<file path="src/rtl/alu_result_wb.sv">
// MEM/WB back end of the ALU: decodes the destination and write enable, issues the
// data-memory access, merges load data into writeback and counts retired instructions.
module alu_result_wb #(
  parameter int DATA_W = 32,
  parameter int CNT_W  = 32
) (
  input  logic              clk,
  input  logic              rst_n,
  input  logic              ex_valid,
  output logic              ex_ready,
  input  logic              stall,
  input  logic              flush,
  input  logic [5:0]        ex_opcode,
  input  logic [5:0]        ex_func,
  input  logic [4:0]        ex_rt,
  input  logic [4:0]        ex_rd,
  input  logic [DATA_W-1:0] ex_alu_out,
  input  logic [DATA_W-1:0] ex_store_data,
  output logic [DATA_W-1:0] mem_addr,
  output logic              mem_we,
  output logic [DATA_W-1:0] mem_wdata,
  input  logic [DATA_W-1:0] mem_rdata,
  output logic              wb_we,
  output logic [4:0]        wb_addr,
  output logic [DATA_W-1:0] wb_data,
  output logic              fwd_m_valid,
  output logic [4:0]        fwd_m_addr,
  output logic [DATA_W-1:0] fwd_m_data,
  output logic              fwd_m_is_load,
  output logic [CNT_W-1:0]  retired
);

  typedef struct packed {
    logic [4:0]        dest;
    logic              we;
    logic              is_load;
    logic              is_store;
    logic [DATA_W-1:0] alu;
    logic [DATA_W-1:0] store;
  } stage_t;

  stage_t ex_dec, m_q, w_q;
  logic   m_valid, w_valid, m_issued;

  always_comb begin
    ex_dec       = '0;
    ex_dec.alu   = ex_alu_out;
    ex_dec.store = ex_store_data;
    casez (ex_opcode)
      6'b000000: begin
        ex_dec.dest = ex_rd;
        ex_dec.we   = (ex_func != 6'b001000);
      end
      6'b001???: begin
        ex_dec.dest = ex_rt;
        ex_dec.we   = 1'b1;
      end
      6'b100011: begin
        ex_dec.dest    = ex_rt;
        ex_dec.we      = 1'b1;
        ex_dec.is_load = 1'b1;
      end
      6'b101011: ex_dec.is_store = 1'b1;
      default: ;
    endcase
    if (ex_dec.dest == 5'd0) ex_dec.we = 1'b0;
  end

  assign ex_ready = ~stall;

  // m_issued keeps a stalled store from writing memory again on every held cycle
  assign mem_we    = m_valid & m_q.is_store & ~m_issued & ~flush;
  assign mem_addr  = m_q.alu;
  assign mem_wdata = m_q.store;

  always_ff @(posedge clk or negedge rst_n) begin
    if (!rst_n) begin
      m_valid  <= 1'b0;
      m_q      <= '0;
      m_issued <= 1'b0;
    end else if (flush) begin
      m_valid  <= 1'b0;
      m_issued <= 1'b0;
    end else if (!stall) begin
      m_valid  <= ex_valid;
      m_q      <= ex_dec;
      m_issued <= 1'b0;
    end else if (mem_we) begin
      m_issued <= 1'b1;
    end
  end

  // W always advances; a held or flushed M hands it a bubble
  always_ff @(posedge clk or negedge rst_n) begin
    if (!rst_n) begin
      w_valid <= 1'b0;
      w_q     <= '0;
      retired <= '0;
    end else begin
      w_valid <= m_valid & ~stall & ~flush;
      w_q     <= m_q;
      retired <= retired + {{(CNT_W-1){1'b0}}, w_valid};
    end
  end

  assign fwd_m_valid   = m_valid & m_q.we;
  assign fwd_m_addr    = m_q.dest;
  assign fwd_m_data    = m_q.alu;
  assign fwd_m_is_load = m_valid & m_q.is_load;

  assign wb_we   = w_valid & w_q.we;
  assign wb_addr = w_q.dest;
  assign wb_data = w_q.is_load ? mem_rdata : w_q.alu;

endmodule

</file>
<file path="config.mk">
export PLATFORM = sky130hd
export DESIGN_NAME = alu_result_wb
export DESIGN_NICKNAME = d
export VERILOG_FILES = /design/src/rtl/alu_result_wb.sv
export SDC_FILE = /design/constraint.sdc
export NUM_CORES = 1
export LEC_CHECK = 0
export ABC_AREA = 1
export CAP_MARGIN = 20
export CORE_UTILIZATION = 30
export DETAILED_ROUTE_END_ITERATION = 10
export GPL_TIMING_DRIVEN = 0
export SLEW_MARGIN = 10
export SYNTH_ARGS = -nofsm -noshare
export SYNTH_HDL_FRONTEND = slang
export SYNTH_SLANG_ARGS = --single-unit
export TNS_END_PERCENT = 20
</file>
<file path="constraint.sdc">
create_clock -name clk -period 2.47 [get_ports clk]
set_input_delay 0.494 -clock clk [delete_from_list [all_inputs] [get_ports clk]]
set_output_delay 0.494 -clock clk [all_outputs]
set_load 0.01 [all_outputs]
</file>
[After elaboration in Yosys (flattened, before gate mapping)]
Index checks and enable logic that the tools add are counted.
Operators by class
  mux-type cells: 10
  magnitude comparators: 0
  reduce and logical (&&, ||, !) cells: 4
  $mul: 0
  bitwise operators: 11
  add/subtract/negate cells: 1
  shift operators: 0
  divide/modulo/power cells: 0
  equality and inequality tests: 6
Operator list (count)
  adder 32 x 1 -> 32 bit: 1
  two-way mux 32 bit: 1
  == test 6 bit, second input constant: 2
  case mux 6 bit (2 select lines): 1
  AND 1 bit: 8
  two-way mux 1 bit: 8
  zero test 6 bit: 1
  inequality test 6 x 4 -> 1 bit, second input constant: 1
  zero test 5 bit: 1
  == test 3 x 1 -> 1 bit, second input constant: 1
  inequality test 3 x 1 -> 1 bit, second input constant: 1
  NOT 1 bit: 3
  inequality test 2 x 1 -> 1 bit, second input constant: 1
  AND reduction 2 bit: 1
  OR reduction 2 bit: 1
Storage, ports and cells
  register bits after elaboration: 146
  output and inout bits: 175
  ROM bits: 0
  memories: 0
  input port bits: 123
  logic and storage cells: 46
  memory bits (writable): 0
  bits in latches: 0

[Logic depth before layout (Yosys ltp)]
  depth in word-level cells: 6
  mapped depth: 11

[Worst setup path before layout]
Ideal clock, no wire load.
  kind: register to register
  start point: register retired[0]
  end point: register retired[24]
  arrival time: 1619 ps
  cell stages (with the launch flop): 12
  required time: 2353 ps
  setup slack: 734 ps
  period minus slack after synthesis: 1736 ps
  path buffers: 0
  cell sequence: dfrtp_1 -> ha_1 -> ha_1 -> inv_1 -> nor2_4 -> inv_2 -> nor2_2 -> nand4_2 -> nor2_2 -> nand2_1 -> nand2_1 -> nand2_1
Between the ends
  longest elaborated chain between the ends: 1
RTL lines
  start: declaration: RTL line 30  | output logic [CNT_W-1:0] retired
  start signal: assignment: RTL line 102  | retired <= retired + {{(CNT_W-1){1'b0}}, w_valid};
  adder 32 x 1 -> 32 bit: RTL line 102
Every way passes these cells.
A chain may end at the register's enable or synchronous reset.

[Worst setup path in the final report]
  start point: register w_q[65] (netlist bit)
  end point: output wb_data[14]
Between the ends
  longest elaborated chain between the ends: 1
RTL lines
  start: declaration: RTL line 42  | stage_t ex_dec, m_q, w_q;
  start signal: assignment: RTL line 101  | w_q <= m_q;
  two-way mux 32 bit: RTL line 113  | assign wb_data = w_q.is_load ? mem_rdata : w_q.alu;
  end: declaration: RTL line 25  | output logic [DATA_W-1:0] wb_data,
Every way passes these cells.

==> out/results.tsv <==
stage	metric	value	unit
route	DR vias/cell	4.199	
synth	largest family of logic cells by synthesized area	simple AND/OR/NAND/NOR gates	
layout	commonest non-fill, non-tap cell in the layout	clkdlybuf4s50_1	
pwr	combinational power share	22.9	%
grt	vias in the first global route	5733	
route	Vias	5488	
sta	RSZ-0062 raised after global routing	yes	
clock_tree	Worst-path clk slew	0.06	ns
pwr	leakage	5.147	nW
layout	n_diodes	0	
grt	GR peak layer	met2	
layout	share of cells above drive strength 1	20.45	%
synth	flops & latches, synth	146	
clock_tree	CTS sink count	146	
place	IO buf count	297	
place	pre-CTS setup slack	0.1823	ns
route	drt initial violations	165	
synth	Mapped Cells	698	
worst_hold_path	HP Class	in2async	
setup_path	WP data arrival	1.92	ns
place	post-DP HPWL	15.04	mm
synth	Async SR Flop Fraction	100.0	%
synth	Synth Net Count	823	
clock_tree	CTS Buf Count	17	
setup_path	CP Capture Type	output pin	
synth	Synth Area in Simple Gates	21.37	%
clock_tree	H-Tree Depth	4	
synth	Post-synth EDFFs	0	
synth	Avg Inst Size Synth	9.748	um^2
grt	GRT met1 Usage	20.64	%
sta	Max Freq	0.4151	GHz
layout	Nets	1139	
synth	Post-Synth Adder-Cell Area	0.3678	%
floorplan	Rows	54	
pwr	VDD IR-drop max	393.1	uV
pwr	switch share	25.65	%
synth	XOR/XNOR Fraction of Synth Area	3.843	%
layout	area grow syn2layout	58.63	%
route	DRC violations left	13	
layout	most frequent cells in the layout	clkdlybuf4s50_1, nand2_1, dfrtp_1	
pwr	Switch Pwr	1.836	mW
grt	first-pass GRT wire length	31.16	mm
floorplan	Initial Utilization	30.89	%
synth	Main synth FF type	dfrtp_1	
grt	antenna violations before repair	0	
route	WL per Instance	14.82	um
pwr	PwrDens	663.4	mW/mm^2
sta	Worst Hold Slack	-0.002548	ns
floorplan	I/O pins	298	
floorplan	core area	0.02203	mm^2
run_status	violated checks	DRC, hold timing	
place	gpl congestion	0.8305	
synth	post-synthesis compound-gate area fraction	0.9930	%
synth	Synth cell types	35	
floorplan	DIE WIDTH	152.6	um
grt	largest net degree at the start of global routing	89	
pwr	Power Internal	5.324	mW
clock_tree	CTS root buf	clkbuf_16	
place	placed cell area	0.01016	mm^2
setup_path	worst r2r src	w_valid	
sta	Period minus WS final	2.409	ns
pwr	sequential cell fraction of total power	39.3	%
clock_tree	worst skew pair latency	0.42	ns
grt	met3 usage	6.684	%
setup_path	CP startpoint	w_q[65]	
layout	Post-Layout Inst Area	0.01079	mm^2
setup_path	Critical Path RT	1.98	ns
sta	final period utilization	97.53	%
grt	met2 Use GR	28.72	%
synth	post-synthesis cell area	0.006804	mm^2
synth	Synth Warn #	0	
grt	Tot GR Track Use	17.38	%
run_status	status	complete, but fails checks	
clock_tree	clock buffer depth	2	
clock_tree	TritonCTS clock tree	yes	
sta	pins over their slew limit	0	
sta	final setup margin	0.06089	ns
pwr	total power	7.160	mW
route	Pre-Repair DR Iteration Count	8	
sta	Slew @ Worst Pin	0.7287	ns
pwr	Clock power frac	37.8	%
job	total of max-cap violations	0	
sta	Slew Limit Headroom	51.42	%
sta	final count of hold timing violations	6	
synth	Seq/Total Area, Yosys	53.70	%
sta	final setup fails	0	
route	wirelength, routed	19.37	mm
floorplan	Die Y	152.6	um
setup_path	Crit Path Max Fanout	10	
sta	clock skew	0.006348	ns
floorplan	die area	0.02329	mm^2
grt	total congestion overflow	0	
route	Post-DRT Antenna Nets	0	
setup_path	Worst Setup Path Type	reg2out	
setup_path	Critical Path Source Type	register	
synth	mux cell area share after synthesis	5.296	%
cell usage after synthesis (6+ instances only):
| cell type | number | area share [%] |
|---|---|---|
| clkbuf_1 | 11 | 0.61 |
| nand4_1 | 6 | 0.55 |
| nor2_1 | 25 | 1.4 |
| nand3_1 | 12 | 0.88 |
| xnor2_1 | 10 | 1.3 |
| mux2_2 | 30 | 5.0 |
| nor3_1 | 8 | 0.59 |
| dfrtp_1 | 146 | 54 |
| xor2_1 | 18 | 2.3 |
| nand2_1 | 242 | 13 |
| buf_4 | 106 | 12 |
| inv_1 | 25 | 1.4 |
worst paths after layout:
kind                                       end  cells past startpoint  slack, ns
worst min register to register         w_q[65]                      0       0.41
worst min-delay path                retired[2]                      1     -0.003
max in group asynchronous       fwd_m_data[12]                      2       1.66
min in group clk                       w_q[65]                      0       0.41
worst max register to register     retired[24]                     11       0.52
worst max-delay path               wb_data[14]                      3       0.06
repair_timing:
action                     4_1_cts  5_1_grt
hold buffers                     0        0
setup endpoints to repair       30       17
pin swaps                        0        0
gates resized for setup          4        3
setup buffers                    0        0
flip-flops by register name (all words and copies together) (netlist names):
name	count
w_q	34
m_issued	1
mem_wdata	32
m_q	3
fwd_m_addr	5
fwd_m_data	32
retired	32
wb_addr	5
m_valid	1
w_valid	1
power groups by stage:
stage	registers, mW	logic, mW	clock network, mW
after floorplan	2.81	0.705	0
after global placement	2.86	1.64	0
after detailed placement	2.86	1.66	0
after CTS	2.82	1.66	2.77
after global routing	2.86	1.77	2.87
final	2.81	1.64	2.71
layer usage:
layer | part of all wire, % | wire length, um
met5 | 0 | 0
met3 | 9.2 | 1787
met1 | 42 | 8063
met4 | 1.5 | 281
met2 | 48 | 9241
kinds of logic after synthesis:
family                     after synthesis
and+or+nand+nor                        324
buffers and inverters                  154
DFF                                    146
muxes                                   32
xor gates and xnor gates                29
AOI/OAI and AO/OA                       11
adders and majority gates                2
final cells by class:
cell class / instances / area (um^2)
Fill cell: 2085 / 11230
Sequential cell: 146 / 3655
Timing Repair Buffer: 298 / 3005
Multi-Input combinational cell: 398 / 2168
Buffer: 124 / 888.4
Clock buffer: 18 / 439.2
Tap cell: 280 / 350.3
Clock inverter: 14 / 177.7
Inverter: 29 / 108.9
worst max-delay path, stage by stage (launching register included):
cell and delay [ns]:
dfrtp_2 0.44, buf_6 0.18, mux2_2 0.34, clkdlybuf4s50_1 0.53
per-stage QoR:
stage / cells / utilization, % / setup TNS [ns]
5_1_grt: 1307 / 49.00 / -0.02393
3_5_place_dp: 1276 / 46.13 / 0
6_report: 1307 / 49.00 / 0
2_1_floorplan: 698 / - / 0
4_1_cts: 1307 / 48.95 / -0.01406
3_3_place_gp: 1275 / 45.98 / -782.19
Note: power is estimated with default switching activity, not from simulation.
